`config.mk`:
```
export PLATFORM = sky130hd
export DESIGN_NAME = param_shadow_regbank
export DESIGN_NICKNAME = d
export VERILOG_FILES = /design/src/rtl/afg_pkg.sv /design/src/rtl/param_chan_reg.sv /design/src/rtl/param_shadow_regbank.sv
export SDC_FILE = /design/constraint.sdc
export NUM_CORES = 1
export LEC_CHECK = 0
export ABC_AREA = 1
export BUFFER_PORTS_ARGS = -buffer_cell sky130_fd_sc_hd__buf_2
export CAP_MARGIN = 25
export CORE_MARGIN = 3
export CORE_UTILIZATION = 56
export DETAILED_ROUTE_END_ITERATION = 12
export PLACE_DENSITY_LB_ADDON = 0.3
export SLEW_MARGIN = 20
export SYNTH_ARGS = -nofsm -noshare
export SYNTH_HDL_FRONTEND = slang
export SYNTH_SLANG_ARGS = --single-unit
```
`constraint.sdc`:
```
create_clock -name Clock -period 1.5 [get_ports Clock]
set_clock_uncertainty 0.2 [all_clocks]
set_input_delay 0.15 -clock Clock [delete_from_list [all_inputs] [get_ports Clock]]
set_output_delay 0.15 -clock Clock [all_outputs]
set_load 0.005 [all_outputs]
```
`src/rtl/afg_pkg.sv`:
```
// afg_pkg
//   Shared definitions for the shadow register bank.
//   - state_t        : commit sequencer state encoding (IDLE=0, ARMED=1, APPLY=2)
//   - chan_idx_width : channel index width, max(1, clog2(channels))
package afg_pkg;

   typedef enum logic [1:0] {
      IDLE  = 2'd0,
      ARMED = 2'd1,
      APPLY = 2'd2
   } state_t;

   // A single-channel bank still needs a 1-bit index port.
   function automatic int chan_idx_width(input int channels);
      return (channels > 1) ? $clog2(channels) : 1;
   endfunction

endpackage

```
`src/rtl/param_chan_reg.sv`:
```
// param_chan_reg
//   One channel of the shadow register bank: a shadow register loaded by
//   writes, an active register loaded from the shadow on apply, and a dirty
//   flag marking a shadow that has not yet been committed.
// Ports:
//   Clock   in   system clock, rising edge
//   Reset   in   synchronous, active-low; clears shadow, active and dirty
//   wr      in   load wr_data into shadow and mark dirty
//   wr_data in   WIDTH-bit value for the shadow register
//   apply   in   commit edge: shadow -> active if dirty, then clear dirty
//   active  out  WIDTH-bit committed value (registered)
//   dirty   out  shadow differs from last commit
module param_chan_reg #(
   parameter int WIDTH = 16
) (
   input  logic             Clock,
   input  logic             Reset,
   input  logic             wr,
   input  logic [WIDTH-1:0] wr_data,
   input  logic             apply,
   output logic [WIDTH-1:0] active,
   output logic             dirty
);

   logic [WIDTH-1:0] shadow;

   always_ff @(posedge Clock) begin
      if (!Reset) begin
         shadow <= '0;
         active <= '0;
         dirty  <= 1'b0;
      end else begin
         if (wr)
            shadow <= wr_data;
         // Apply takes the pre-edge shadow, so a write landing on the same
         // edge is kept for the next commit and leaves the channel dirty.
         if (apply && dirty)
            active <= shadow;
         if (wr)
            dirty <= 1'b1;
         else if (apply)
            dirty <= 1'b0;
      end
   end

endmodule

```
`src/rtl/param_shadow_regbank.sv`:
```
// param_shadow_regbank
//   Bank of CHANNELS double-buffered registers. Writes go to per-channel
//   shadow registers at any time; a commit request transfers all dirty
//   shadows to the active outputs either at the next sync_pulse (waveform
//   period boundary) or immediately.
// Ports:
//   Clock       in   system clock, rising edge
//   Reset       in   synchronous, active-low
//   wr_en       in   write shadow[wr_ch] this cycle
//   wr_ch       in   CH_W-bit channel index; indices >= CHANNELS are ignored
//   wr_data     in   WIDTH-bit shadow value
//   commit_req  in   request transfer of dirty shadows (ignored while busy)
//   immediate   in   with commit_req: apply without waiting for sync_pulse
//   sync_pulse  in   period boundary strobe, honoured only while ARMED
//   Dout        out  active registers, channel k at [k*WIDTH +: WIDTH]
//   dirty       out  per-channel shadow-not-committed flags
//   busy        out  commit sequencer not IDLE
//   commit_done out  one-cycle pulse coincident with updated Dout
module param_shadow_regbank
   import afg_pkg::*;
#(
   parameter int WIDTH    = 16,
   parameter int CHANNELS = 4,
   localparam int CH_W    = chan_idx_width(CHANNELS)
) (
   input  logic                      Clock,
   input  logic                      Reset,
   input  logic                      wr_en,
   input  logic [CH_W-1:0]           wr_ch,
   input  logic [WIDTH-1:0]          wr_data,
   input  logic                      commit_req,
   input  logic                      immediate,
   input  logic                      sync_pulse,
   output logic [CHANNELS*WIDTH-1:0] Dout,
   output logic [CHANNELS-1:0]       dirty,
   output logic                      busy,
   output logic                      commit_done
);

   state_t state, state_nxt;
   logic   apply;

   // Commit sequencer state register.
   always_ff @(posedge Clock) begin
      if (!Reset)
         state <= IDLE;
      else
         state <= state_nxt;
   end

   // Next state. commit_req is only looked at in IDLE, so requests arriving
   // while a commit is pending are dropped rather than queued.
   always_comb begin
      state_nxt = state;
      unique case (state)
         IDLE: begin
            if (commit_req)
               state_nxt = immediate ? APPLY : ARMED;
         end
         ARMED: begin
            if (sync_pulse)
               state_nxt = APPLY;
         end
         APPLY: begin
            state_nxt = IDLE;
         end
         default: begin
            state_nxt = IDLE;
         end
      endcase
   end

   assign apply = (state == APPLY);
   assign busy  = (state != IDLE);

   // The done pulse follows the APPLY edge, lining up with the new Dout.
   always_ff @(posedge Clock) begin
      if (!Reset)
         commit_done <= 1'b0;
      else
         commit_done <= apply;
   end

   // Per-channel decode compares against each in-range index only, so an
   // out-of-range wr_ch simply hits no channel.
   for (genvar k = 0; k < CHANNELS; k++) begin : g_chan
      logic wr_hit;

      assign wr_hit = wr_en && (wr_ch == CH_W'(k));

      param_chan_reg #(
         .WIDTH (WIDTH)
      ) u_chan (
         .Clock   (Clock),
         .Reset   (Reset),
         .wr      (wr_hit),
         .wr_data (wr_data),
         .apply   (apply),
         .active  (Dout[k*WIDTH +: WIDTH]),
         .dirty   (dirty[k])
      );
   end

endmodule

```
After elaboration in Yosys (flattened, before gate mapping) --
Cells that the tools add are included.
Cells by class: equality and inequality tests 7, mux-type cells 9, $mul 0, bitwise operators 0, shift-type cells 0, divide/modulo/power cells 0, reduce and logical (&&, ||, !) cells 16, add/subtract/negate cells 0, order comparisons 0
Operators with widths (number):
- $reduce_bool 2->1 | 5
- $logic_and 1x1->1 | 8
- $eq 2x2->1 const B | 3
- $mux 2 | 3
- $mux 1 | 5
- $eq 2x1->1 const B | 2
- $logic_not 2->1 | 2
- $ne 2x2->1 const B | 2
- $pmux 2 s2 | 1
- $reduce_and 2->1 | 1
Storage, ports and cells: logic and storage cells 46, bits of input ports 24, output and inout port bits 70, memory bits (read-only) 0, memories kept 0, bits in writable memories 0, register bits 135, latch bits 0

Depth between registers and ports, before layout --
depth in word-level cells 3, gate-level depth with buffers 6, depth with buffers taken out 5

Modules after synthesis --
From an unflattened synthesis, not the netlist that was laid out.
Second synthesis, totals: cell total of the unflattened synthesis 726, area total of the unflattened synthesis 5102.4 sq um
By module, submodules not included:
- param_chan_reg | area each 1232.4 sq um, instances 4, cells an instance 174
- param_shadow_regbank | area each 172.7 sq um, instances 1, cells an instance 30

Worst setup path before layout --
Ideal clock, no wire load.
kind reg2reg, from reg state[1], to reg g_chan[0].u_chan.active[11], path buffers 2, slack 0.304 ns, stages on the path, launching flop included 7, data arrival time 0.883 ns, required time 1.187 ns, cells stage by stage dfxtp_1 -> buf_2 -> nand3_1 -> buf_2 -> nand2_1 -> nand2_1 -> nor2_1
On the way: word-level cells in the longest chain between the ends 2
RTL lines:
- from (decl) | RTL line param_shadow_regbank.sv:40 | state_t state, state_nxt;
- from (signal assigned) | RTL line param_shadow_regbank.sv:48 | state <= state_nxt;
- $eq 2x2->1 | RTL line param_shadow_regbank.sv:73 | assign apply = (state == APPLY);
- $logic_and 1x1->1 | RTL line param_chan_reg.sv:37 | if (apply && dirty)
- to (signal assigned) | RTL line param_chan_reg.sv:38 | active <= shadow;
- to (decl) | RTL line param_chan_reg.sv:21 | output logic [WIDTH-1:0] active,
No other way between the ends. A chain may end at the register's enable or synchronous reset.

Worst setup path after layout --
from reg state[1], to out busy
On the way: word-level cells in the longest chain between the ends 1
RTL lines:
- $reduce_bool 2->1 | RTL line param_shadow_regbank.sv:74 | assign busy = (state != IDLE);
- to (decl) | RTL line param_shadow_regbank.sv:36 | output logic busy,
No other way between the ends.

==> out/qor.txt <==
Layout cells sized above 1 = 15.2%
Top post-synthesis cells by area = dfxtp_1, nand2_1, nor2_1
I/O Pins = 94
Core Box Area = 9420 um2
Mapped Area = 5550 um2
Reg2Reg Depth = 6
Warnings, synthesis = 0
DRC viols = 0
Worst path max stage delay = 0.35 ns
Hold_sp = commit_req
CP Max Fanout = 2
Largest net degree at the start of global routing = 73
Clock root buffer = clkbuf_8
Worst-Skew Late Latency = 0.50 ns
Worst Setup End Kind = primary output
Vias in the first global route = 4608
Top-area cell type share of the netlist area = 48.7%
Worst EP required = 1.15 ns
Vias per cell = 4.55
Worst Max-Slew Pin Slew = 0.307 ns
Die area = 11100 um2
Area Overhead vs Synth = 26.9%
Final hold vios = 0
Status = completed
Gpl congestion = 0.788
Maximum capacitance violations = 0
Worst reg2reg startpoint = state[1]
Fmax = 674 MHz
GRT Util Overall = 24.4%
Critical path buffers and inverters = 2
Final Worst Setup Slack = 0.0171 ns
Commonest cells after routing, fill and taps aside = nand2_1, nor2_1, dfxtp_1
Peak supply drop = 0.000800 V
#FFs+latches synth = 135
Kind of critical path = reg2out
Die span in y = 106 um
Synthesized Nets = 883
Final core area utilization = 74.8%
Nets = 985
CTS tree = yes
Initial Util = 59.0%
Max Transition Viols Final = 0
Family with the most delay on the worst path = flip-flops
Num rows = 35
Register area share after synthesis = 48.7%
Placed cell count = 1046
Rel. slew slack = 79.5%
CP max stage cell = dfxtp_4
Final Cycle Share = 98.9%
Netlist cell types = 15
Place WS = 0.172 ns
Crit path launch type = register
Final cell count without fillers = 1103
Initial drt markers = 263
Maximum root-to-sink buffer count = 2
Tmin final = 1.48 ns
Hold endpoint = state[0]
H-tree Lvls = 4
First-pass GRT wire length = 21800 um
Crit-path cells = nor2_4 > inv_2 > buf_6
Mapped Cells = 859
I/O Buffers = 93
Power Dens Cells = 1240 nW/um2
Hold path depth = 4
HP Class = in2reg
# setup viols final = 0
Die width = 106 um
Drt pass-1 iters = 4
Initial antenna violation count = 0
WL final = 13200 um
CTS clk-pin slew, worst paths = 0.06 ns
Syn_area_per_cell = 6.46 um2
Commonest non-fill, non-tap cell in the layout = nand2_1
Data arrival, critical path = 1.13 ns
Clock buffer count from CTS = 17
Routed vias = 5023
Reg2reg setup slack = 0.17 ns
Global route total overflow = 0
RSZ-0062 raised after global routing = yes
Detail Route Antenna Nets = 0
Average routed wire per standard cell = 11.9 um
Inserted Diodes = 0
Post-synth top area cell = dfxtp_1
R2R Path End = g_chan[3].u_chan.active[3]
Detailed placement HPWL = 7680 um
Lkg Pwr = 4.10 nW
CTS sink cnt = 135
## layout make-up
type | count | area, um2
Sequential cell | 135 | 2710
Fill cell | 735 | 2370
Multi-Input combinational cell | 542 | 2120
Timing Repair Buffer | 130 | 935
Inverter | 135 | 507
Clock buffer | 20 | 435
Clock inverter | 12 | 176
Tap cell | 129 | 161
## per-stage QoR
step	instance area [um2]	hold slack (ns)	power (mW)	setup TNS, ns
floorplan	5550	0.0849	4.22	0
global placement	6160	0.227	4.42	0
detailed placement	6160	0.237	4.43	0
CTS	7030	0.249	8.72	0
global route	7040	0.287	9.01	-0.0205
finish	7040	0.259	8.70	0
## sequential cells by signal, summed over array words and instances (netlist names)
signal                flops
state                     2
g_chan.u_chan.dirty       4
g_chan.u_chan.shadow     64
commit_done               1
g_chan.u_chan.active     64
## report_power, final
group          switching [mW]  internal (mW)  total, mW
Sequential             0.0711           3.72       3.79
Combinational           0.390          0.258      0.648
Clock                    1.52           2.74       4.27
Total                    1.99           6.72       8.70
## cell families (layout without fill, tap and decap cells)
| group | count (synthesis) | after routing | synth area share [%] |
|---|---|---|---|
| AOI/OAI and AO/OA | 22 | 22 | 1.98 |
| buffers and inverters | 182 | 297 | 13.3 |
| DFF | 135 | 135 | 48.7 |
| and+or+nand+nor | 520 | 520 | 36.0 |
## repair_timing
action / in CTS / in global routing
hold endpoints to repair: 135 / 0
hold buffers: 23 / 0
pin swaps: 1 / 1
buffers inserted: 1 / 1
resized for setup: 5 / 3
endpoints found under the setup margin: 1 / 1
## synthesized netlist by cell type
master / instances
nand2_1: 250
nor2_1: 245
dfxtp_1: 135
inv_1: 133
buf_2: 31
a21oi_1: 21
nand3_1: 20
clkbuf_1: 8
buf_1: 4
buf_4: 4
nand3_2: 3
inv_2: 2
nor2_2: 1
o21ai_0: 1
or2_2: 1
## worst register-to-register path, stage by stage (launching register included)
cell and delay (ns):
dfxtp_4 0.35, buf_4 0.16, nand3_1 0.13, buf_12 0.19, nand2_1 0.08, nand2_1 0.07, nor2_1 0.04
## layer usage
layer  track usage, %  share of wire, %
met3             6.06               5.4
met5                0                 0
met4             8.42               2.8
met2             40.9                48
met1             30.6                43
## how the worst max path moves through the flow
stage,startpoint,cells after the start,to,slack (ns)
3_5_place_dp,state[1],5,g_chan[3].u_chan.active[1],0.17
4_1_cts,state[0],3,busy,0.002
3_3_place_gp,state[1],4,g_chan[2].u_chan.active[0],0.23
5_1_grt,state[1],3,busy,-0.02
2_1_floorplan,state[1],6,g_chan[0].u_chan.active[11],0.30
6_report,state[1],3,busy,0.02
Note: power is estimated with default switching activity, not from simulation.
